--- config.mk ---
export PLATFORM = sky130hd
export DESIGN_NAME = instr_assembler_flat
export DESIGN_NICKNAME = d
export VERILOG_FILES = /design/src/rtl/instr_assembler_pkg.sv /design/src/rtl/instr_assembler_if.sv /design/src/rtl/instr_assembler_imm_pack.sv /design/src/rtl/instr_assembler.sv /design/src/flat_wrapper.sv
export SDC_FILE = /design/constraint.sdc
export NUM_CORES = 1
export LEC_CHECK = 0
export BUFFER_PORTS_ARGS = -buffer_cell sky130_fd_sc_hd__clkbuf_2
export CAP_MARGIN = 20
export CELL_PAD_IN_SITES_DETAIL_PLACEMENT = 0
export CELL_PAD_IN_SITES_GLOBAL_PLACEMENT = 2
export CORE_ASPECT_RATIO = 0.7
export CORE_MARGIN = 2
export CORE_UTILIZATION = 26
export DETAILED_ROUTE_END_ITERATION = 8
export PLACE_DENSITY = 0.87
export SETUP_SLACK_MARGIN = 0.05
export SYNTH_ARGS = -nofsm -noshare
export SYNTH_HDL_FRONTEND = slang
export SYNTH_SLANG_ARGS = --single-unit
--- constraint.sdc ---
create_clock -name clk -period 3.7 [get_ports clk]
set_input_delay 0.555 -clock clk [delete_from_list [all_inputs] [get_ports clk]]
set_output_delay 0.555 -clock clk [all_outputs]
set_load 0.01 [all_outputs]
--- src/rtl/instr_assembler_pkg.sv ---
// Shared CPU encoding constants: instruction formats, pack error codes,
// assembler FSM states and immediate sign-bit positions.
package instr_assembler_pkg;

  typedef enum logic [1:0] {
    FMT_I = 2'b00,
    FMT_S = 2'b01,
    FMT_B = 2'b10,
    FMT_J = 2'b11
  } fmt_e;

  typedef enum logic [1:0] {
    ERR_NONE     = 2'b00,
    ERR_RANGE    = 2'b01,
    ERR_MISALIGN = 2'b10
  } err_e;

  typedef enum logic [1:0] {
    ST_IDLE = 2'b00,
    ST_RUN  = 2'b01,
    ST_FULL = 2'b10,
    ST_DONE = 2'b11
  } state_e;

  // Bit index of the immediate sign bit for each format (decoder imm-select).
  localparam logic [4:0] IMM_MSB_I = 5'd11;
  localparam logic [4:0] IMM_MSB_S = 5'd11;
  localparam logic [4:0] IMM_MSB_B = 5'd12;
  localparam logic [4:0] IMM_MSB_J = 5'd20;

  typedef struct packed {
    logic [6:0] opcode;
    logic [4:0] rd;
    logic [2:0] funct3;
    logic [4:0] rs1;
    logic [4:0] rs2;
  } fields_t;

  function automatic logic [4:0] imm_msb(fmt_e f);
    case (f)
      FMT_I:   imm_msb = IMM_MSB_I;
      FMT_S:   imm_msb = IMM_MSB_S;
      FMT_B:   imm_msb = IMM_MSB_B;
      default: imm_msb = IMM_MSB_J;
    endcase
  endfunction

endpackage

--- src/rtl/instr_assembler_if.sv ---
// Field-bundle handshake plus instruction-memory write port of the assembler.
interface instr_assembler_if;
  logic        in_valid;
  logic        in_ready;
  logic [1:0]  imm_sgn;
  logic [6:0]  opcode;
  logic [4:0]  rd;
  logic [2:0]  funct3;
  logic [4:0]  rs1;
  logic [4:0]  rs2;
  logic [31:0] imm;
  logic        last;
  logic        start;
  logic        wr_en;
  logic [31:0] wr_addr;
  logic [31:0] wr_data;
  logic [6:0]  count;
  logic        err;
  logic [1:0]  err_code;
  logic        done;

  modport master (
    output in_valid, imm_sgn, opcode, rd, funct3, rs1, rs2, imm, last, start,
    input  in_ready, wr_en, wr_addr, wr_data, count, err, err_code, done
  );

  modport slave (
    input  in_valid, imm_sgn, opcode, rd, funct3, rs1, rs2, imm, last, start,
    output in_ready, wr_en, wr_addr, wr_data, count, err, err_code, done
  );
endinterface

--- src/rtl/instr_assembler_imm_pack.sv ---
// Combinational packer: places fields and immediate into an I/S/B/J word and
// flags out-of-range or misaligned immediates.
module imm_pack
  import instr_assembler_pkg::*;
(
  input  fmt_e        imm_sgn,
  input  logic [31:0] imm,
  input  fields_t     fields,
  output logic [31:0] instr,
  output err_e        err_code
);

  logic [31:0] imm_hi;
  logic        fits;
  logic        misalign;

  always_comb begin
    // Bits at and above the sign bit must be a pure sign extension.
    imm_hi   = $signed(imm) >>> imm_msb(imm_sgn);
    fits     = (imm_hi == '0) || (imm_hi == '1);
    misalign = ((imm_sgn == FMT_B) || (imm_sgn == FMT_J)) && imm[0];

    err_code = ERR_NONE;
    if (!fits)         err_code = ERR_RANGE;
    else if (misalign) err_code = ERR_MISALIGN;

    instr = '0;
    case (imm_sgn)
      FMT_I: instr = {imm[11:0], fields.rs1, fields.funct3, fields.rd, fields.opcode};
      FMT_S: instr = {imm[11:5], fields.rs2, fields.rs1, fields.funct3, imm[4:0],
                      fields.opcode};
      FMT_B: instr = {imm[12], imm[10:5], fields.rs2, fields.rs1, fields.funct3,
                      imm[4:1], imm[11], fields.opcode};
      default: instr = {imm[20], imm[10:1], imm[11], imm[19:12], fields.rd,
                        fields.opcode};
    endcase
  end

endmodule

--- src/rtl/instr_assembler.sv ---
// Instruction assembler: accepts field bundles, writes encoded words to
// sequential instruction-memory addresses and tracks the first pack error.
module instr_assembler
  import instr_assembler_pkg::*;
#(
  parameter int          DEPTH     = 64,
  parameter logic [31:0] BASE_ADDR = 32'h0000_0000
) (
  input  logic               clk,
  input  logic               rst,
  instr_assembler_if.slave   bus
);

  state_e      state_q, state_d;
  logic [6:0]  count_q, count_d;
  logic        err_q, err_d;
  err_e        err_code_q, err_code_d;
  logic        wr_en_q, wr_en_d;
  logic [31:0] wr_addr_q, wr_addr_d;
  logic [31:0] wr_data_q, wr_data_d;

  fields_t     fields;
  logic [31:0] instr;
  err_e        pack_err;
  logic        ready;
  logic        accept;

  assign fields = '{opcode: bus.opcode, rd: bus.rd, funct3: bus.funct3,
                    rs1: bus.rs1, rs2: bus.rs2};

  imm_pack u_pack (
    .imm_sgn  (fmt_e'(bus.imm_sgn)),
    .imm      (bus.imm),
    .fields   (fields),
    .instr    (instr),
    .err_code (pack_err)
  );

  assign ready  = (state_q == ST_IDLE) || (state_q == ST_RUN);
  assign accept = bus.in_valid && ready;

  always_ff @(posedge clk) begin
    if (rst) begin
      state_q    <= ST_IDLE;
      count_q    <= '0;
      err_q      <= 1'b0;
      err_code_q <= ERR_NONE;
      wr_en_q    <= 1'b0;
      wr_addr_q  <= BASE_ADDR;
      wr_data_q  <= '0;
    end else begin
      state_q    <= state_d;
      count_q    <= count_d;
      err_q      <= err_d;
      err_code_q <= err_code_d;
      wr_en_q    <= wr_en_d;
      wr_addr_q  <= wr_addr_d;
      wr_data_q  <= wr_data_d;
    end
  end

  always_comb begin
    state_d    = state_q;
    count_d    = count_q;
    err_d      = err_q;
    err_code_d = err_code_q;
    wr_en_d    = 1'b0;
    wr_addr_d  = wr_addr_q;
    wr_data_d  = wr_data_q;

    if (accept) begin
      if (pack_err == ERR_NONE) begin
        wr_en_d   = 1'b1;
        wr_addr_d = BASE_ADDR + {23'b0, count_q, 2'b00};
        wr_data_d = instr;
        count_d   = count_q + 7'd1;
      end else begin
        err_d = 1'b1;
        if (err_code_q == ERR_NONE) err_code_d = pack_err;
      end
      // A rejected final bundle still terminates the program.
      if (bus.last)                  state_d = ST_DONE;
      else if (count_d == 7'(DEPTH)) state_d = ST_FULL;
      else                           state_d = ST_RUN;
    end else if (!ready && bus.start) begin
      state_d    = ST_IDLE;
      count_d    = '0;
      err_d      = 1'b0;
      err_code_d = ERR_NONE;
    end
  end

  assign bus.in_ready = ready;
  assign bus.wr_en    = wr_en_q;
  assign bus.wr_addr  = wr_addr_q;
  assign bus.wr_data  = wr_data_q;
  assign bus.count    = count_q;
  assign bus.err      = err_q;
  assign bus.err_code = err_code_q;
  assign bus.done     = (state_q == ST_DONE);

endmodule

--- src/flat_wrapper.sv ---
// flat-port wrapper written by rule: the top's interface ports become plain ports
module instr_assembler_flat import instr_assembler_pkg::*;
#(
  parameter int          DEPTH     = 64,
  parameter logic [31:0] BASE_ADDR = 32'h0000_0000
)
  (clk, rst, bus_in_valid, bus_imm_sgn, bus_opcode, bus_rd, bus_funct3, bus_rs1, bus_rs2, bus_imm, bus_last, bus_start, bus_in_ready, bus_wr_en, bus_wr_addr, bus_wr_data, bus_count, bus_err, bus_err_code, bus_done);
  instr_assembler_if bus_i ();
  input  logic clk;
  input  logic rst;
  input wire logic [$bits(bus_i.in_valid)-1:0] bus_in_valid;
  input wire logic [$bits(bus_i.imm_sgn)-1:0] bus_imm_sgn;
  input wire logic [$bits(bus_i.opcode)-1:0] bus_opcode;
  input wire logic [$bits(bus_i.rd)-1:0] bus_rd;
  input wire logic [$bits(bus_i.funct3)-1:0] bus_funct3;
  input wire logic [$bits(bus_i.rs1)-1:0] bus_rs1;
  input wire logic [$bits(bus_i.rs2)-1:0] bus_rs2;
  input wire logic [$bits(bus_i.imm)-1:0] bus_imm;
  input wire logic [$bits(bus_i.last)-1:0] bus_last;
  input wire logic [$bits(bus_i.start)-1:0] bus_start;
  output wire logic [$bits(bus_i.in_ready)-1:0] bus_in_ready;
  output wire logic [$bits(bus_i.wr_en)-1:0] bus_wr_en;
  output wire logic [$bits(bus_i.wr_addr)-1:0] bus_wr_addr;
  output wire logic [$bits(bus_i.wr_data)-1:0] bus_wr_data;
  output wire logic [$bits(bus_i.count)-1:0] bus_count;
  output wire logic [$bits(bus_i.err)-1:0] bus_err;
  output wire logic [$bits(bus_i.err_code)-1:0] bus_err_code;
  output wire logic [$bits(bus_i.done)-1:0] bus_done;
  assign bus_i.in_valid = bus_in_valid;
  assign bus_i.imm_sgn = bus_imm_sgn;
  assign bus_i.opcode = bus_opcode;
  assign bus_i.rd = bus_rd;
  assign bus_i.funct3 = bus_funct3;
  assign bus_i.rs1 = bus_rs1;
  assign bus_i.rs2 = bus_rs2;
  assign bus_i.imm = bus_imm;
  assign bus_i.last = bus_last;
  assign bus_i.start = bus_start;
  assign bus_in_ready = bus_i.in_ready;
  assign bus_wr_en = bus_i.wr_en;
  assign bus_wr_addr = bus_i.wr_addr;
  assign bus_wr_data = bus_i.wr_data;
  assign bus_count = bus_i.count;
  assign bus_err = bus_i.err;
  assign bus_err_code = bus_i.err_code;
  assign bus_done = bus_i.done;
  instr_assembler #(.DEPTH(DEPTH), .BASE_ADDR(BASE_ADDR)) u_core (.clk(clk), .rst(rst), .bus(bus_i));
endmodule
==> flow_metrics.py <==
metrics = {
    "sta": {
        "fin_crit_ns": 3.24,
        "relSlewSlack": 0.314,
        "fin_hold_ws_ns": 0.463,
        "setup_viol": 0,
        "skew_ns": 0.00869,
        "post-route-period-util": 0.875,
        "setup_tns_ns": 0,
        "hold_violations": 0,
        "rsz0062_at_grt": "no",
        "fmax_ghz": 0.309,
        "worst_slew_pin_slew_ns": 1.02,
        "slew_viol_final": 0,
    },
    "clocking": {
        "clk_path_buf_depth": 2,
        "clock_sinks": 52,
        "ctsHoldBuffers": 0,
        "cts_setup_buffers": 0,
        "tritoncts": "built",
        "clk_latency_ns": 0.30,
        "h-tree-depth": 2,
        "cts_resized": 0,
        "numCtsBuffers": 5,
        "clk_pin_slew_ns": 0.07,
        "cts-root-buf": "clkbuf_16",
    },
    "setup_path": {
        "crit_type": "primary input to register",
        "slowest_delay_ns": 0.54,
        "slowest_stage": "or4_1",
        "critPathLaunchType": "primary input",
        "cp_num_buf_inv": 2,
        "cp-end-kind": "register",
        "required_ns": 3.94,
        "path_cells": "clkbuf_2 -> or4_1 -> a211o_1 -> a2111o_1 -> or4_4 -> a221oi_4 -> buf_12 -> nand2_1 -> mux2_1 -> nor2_1",
        "cp_top_family": "simple AND/OR/NAND/NOR gates",
        "path_max_fanout": 21,
        "arrival_ns": 3.47,
    },
    "detailed_routing": {
        "route.detailed.drc": 0,
        "wirelength_mm": 8.31,
        "drt_first_pass_iters": 4,
        "ant_nets": 0,
        "vias_per_cell": 4.61,
        "wl_per_cell_um": 13.7,
        "via_count": 2803,
        "drt_iter0_drc": 117,
    },
    "power": {
        "vdd_drop_max_mv": 0.191,
        "leakagePower_nw": 1.64,
        "powerDensity_nw_per_um2": 319,
    },
    "die": {
        "die_w_um": 133,
        "die-area_um2": 12500,
        "ioPinCount": 141,
        "fp.dieH_um": 94.0,
        "rows": 32,
        "initial_core_util": 0.270,
        "core_um2": 11100,
    },
    "logic_synthesis": {
        "synthTopCellsByCount": "dfxtp_1, nor2_1, mux2i_1",
        "synth_async_sr_flop_share": 0,
        "yosysTopAreaCellShare": 0.346,
        "synth_top_flop_cell": "dfxtp_1",
        "yosysSeqAreaShare": 0.346,
        "synth_edf_count": 0,
        "synth_area_um2": 3010,
        "ys_types": 51,
        "syn_inst": 350,
        "synth_top_area_cell": "dfxtp_1",
        "yosys_warnings": 0,
        "yosysMostFrequentCell": "dfxtp_1",
        "ys_top_cells_by_area": "dfxtp_1, mux2i_1, buf_4",
        "synth_seq_cells": 52,
        "syn_area_per_cell_um2": 8.60,
    },
    "placed_design": {
        "portBuffers": 115,
        "gp_congestion": 0.867,
        "hpwl_mm": 6.38,
        "dpl.cell_count": 599,
        "postPlaceCellArea_um2": 3630,
    },
    "job": {
        "maxCapViolations": 0,
    },
    "global_route": {
        "grt_start_max_net_pins": 53,
        "grt_pass1_vias": 2569,
        "antenna_found_initial": 0,
        "grt_usage": 0.130,
        "overflow": 0,
        "grt_pass1_wl_mm": 13.1,
    },
    "run_status": {
        "outcome": "finished, final reports clean",
    },
    "final_layout": {
        "instances_no_fill": 608,
        "nNetsFinal": 519,
        "final_layout_size_suffix_gt1_frac": 0.323,
        "fin_area_um2": 3800,
        "syn_to_final_growth_pct": 26.4,
        "diodes": 0,
    },
    "hold_path": {
        "hold_path_class": "register to register",
    },
}
-- path summary, 6_finish.rpt --
path	depth (start not counted)	end	slack, ns	from
setup / recovery	10	u_core.bus.count[5]	0.46	bus_imm_sgn[0]
hold / removal	2	u_core.bus.wr_data[31]	0.46	u_core.bus.wr_data[31]
setup reg to reg	7	u_core.state_q[1]	1.80	u_core.bus.count[0]
hold reg to reg	2	u_core.bus.wr_data[31]	0.46	u_core.bus.wr_data[31]
-- power breakdown --
part | switching (mW) | internal (mW) | total (mW)
registers | 0.00212 | 0.562 | 0.564
clock network | 0.224 | 0.256 | 0.480
logic | 0.0974 | 0.0697 | 0.167
-- per-stage QoR --
stage / setup WS [ns] / power (mW) / util
floorplan: 0.439 / 0.695 / -
global placement: 0.179 / 0.741 / 0.326
detailed placement: 0.144 / 0.741 / 0.326
CTS: 0.447 / 1.23 / 0.340
global route: 0.288 / 1.27 / 0.342
finish: 0.463 / 1.21 / 0.342
-- metal layers --
layer  GRT usage  up-vias  share of wire  wire length (µm)
met4      0.0349        0         0.0097                81
met5           0        -              0                 0
met3      0.0388        8          0.080               663
met2       0.195      104           0.43              3600
li1            -     1418              -                 -
met1       0.181     1273           0.48              3970
-- layout make-up --
cell class	count	area, µm²
tap	153	191
fill	1203	7330
clock inverter	3	26.3
multi-input combinational	268	1730
timing repair buffer	123	673
clock buffer	5	125
sequential	52	1040
inverter	4	15.0
-- cells in the final DEF (no fill, tap or decap), drive strengths merged, types with 2 or more instances in the layout --
| cell type | Yosys | final |
|---|---|---|
| o21ai | 7 | 7 |
| or4 | 5 | 5 |
| buf | 38 | 8 |
| a21oi | 18 | 18 |
| nor3 | 9 | 9 |
| a221oi | 2 | 2 |
| nand3 | 12 | 12 |
| nand2 | 24 | 24 |
| a41oi | 2 | 2 |
| o211ai | 2 | 2 |
| nor2 | 48 | 48 |
| and3 | 2 | 2 |
| dfxtp | 52 | 52 |
| a211oi | 8 | 8 |
| nand3b | 5 | 5 |
| mux2i | 44 | 44 |
| clkbuf | 12 | 120 |
| a311oi | 9 | 9 |
| mux2 | 11 | 11 |
| a31oi | 3 | 3 |
| inv | 4 | 5 |
| nand2b | 4 | 4 |
| nand4 | 5 | 5 |
| nor2b | 2 | 2 |
| nand4b | 2 | 2 |
| conb | 1 | 25 |
| xor2 | 2 | 2 |
| clkinv | 0 | 2 |
| xnor2 | 2 | 2 |
-- sequential cells by signal, indices dropped and copies added (netlist names) --
| signal | flops |
|---|---|
| u_core.bus.wr_data | 32 |
| u_core.bus.err | 1 |
| u_core.bus.count | 7 |
| u_core.bus.wr_en | 1 |
| u_core.bus.err_code | 2 |
| u_core.state_q | 2 |
| u_core.bus.wr_addr | 7 |
-- cell families (layout without fill, tap and decap cells) --
logic type,count (synthesis),count (layout),synth area share
DFF,52,52,0.346
other,1,25,0.00125
xor gates and xnor gates,4,4,0.0116
muxes,55,55,0.188
and+or+nand+nor,125,125,0.203
AOI/OAI and AO/OA,58,58,0.137
buffers and inverters,54,135,0.109
adders and majority gates,1,1,0.00416
-- tightest hold or removal path, delay by kind of cell (launching register included) --
kind               cells  cell delay, ns
AOI/OAI and AO/OA      1            0.05
DFF                    1            0.32
and+or+nand+nor        1            0.05
(Power assumes the default switching activity.)
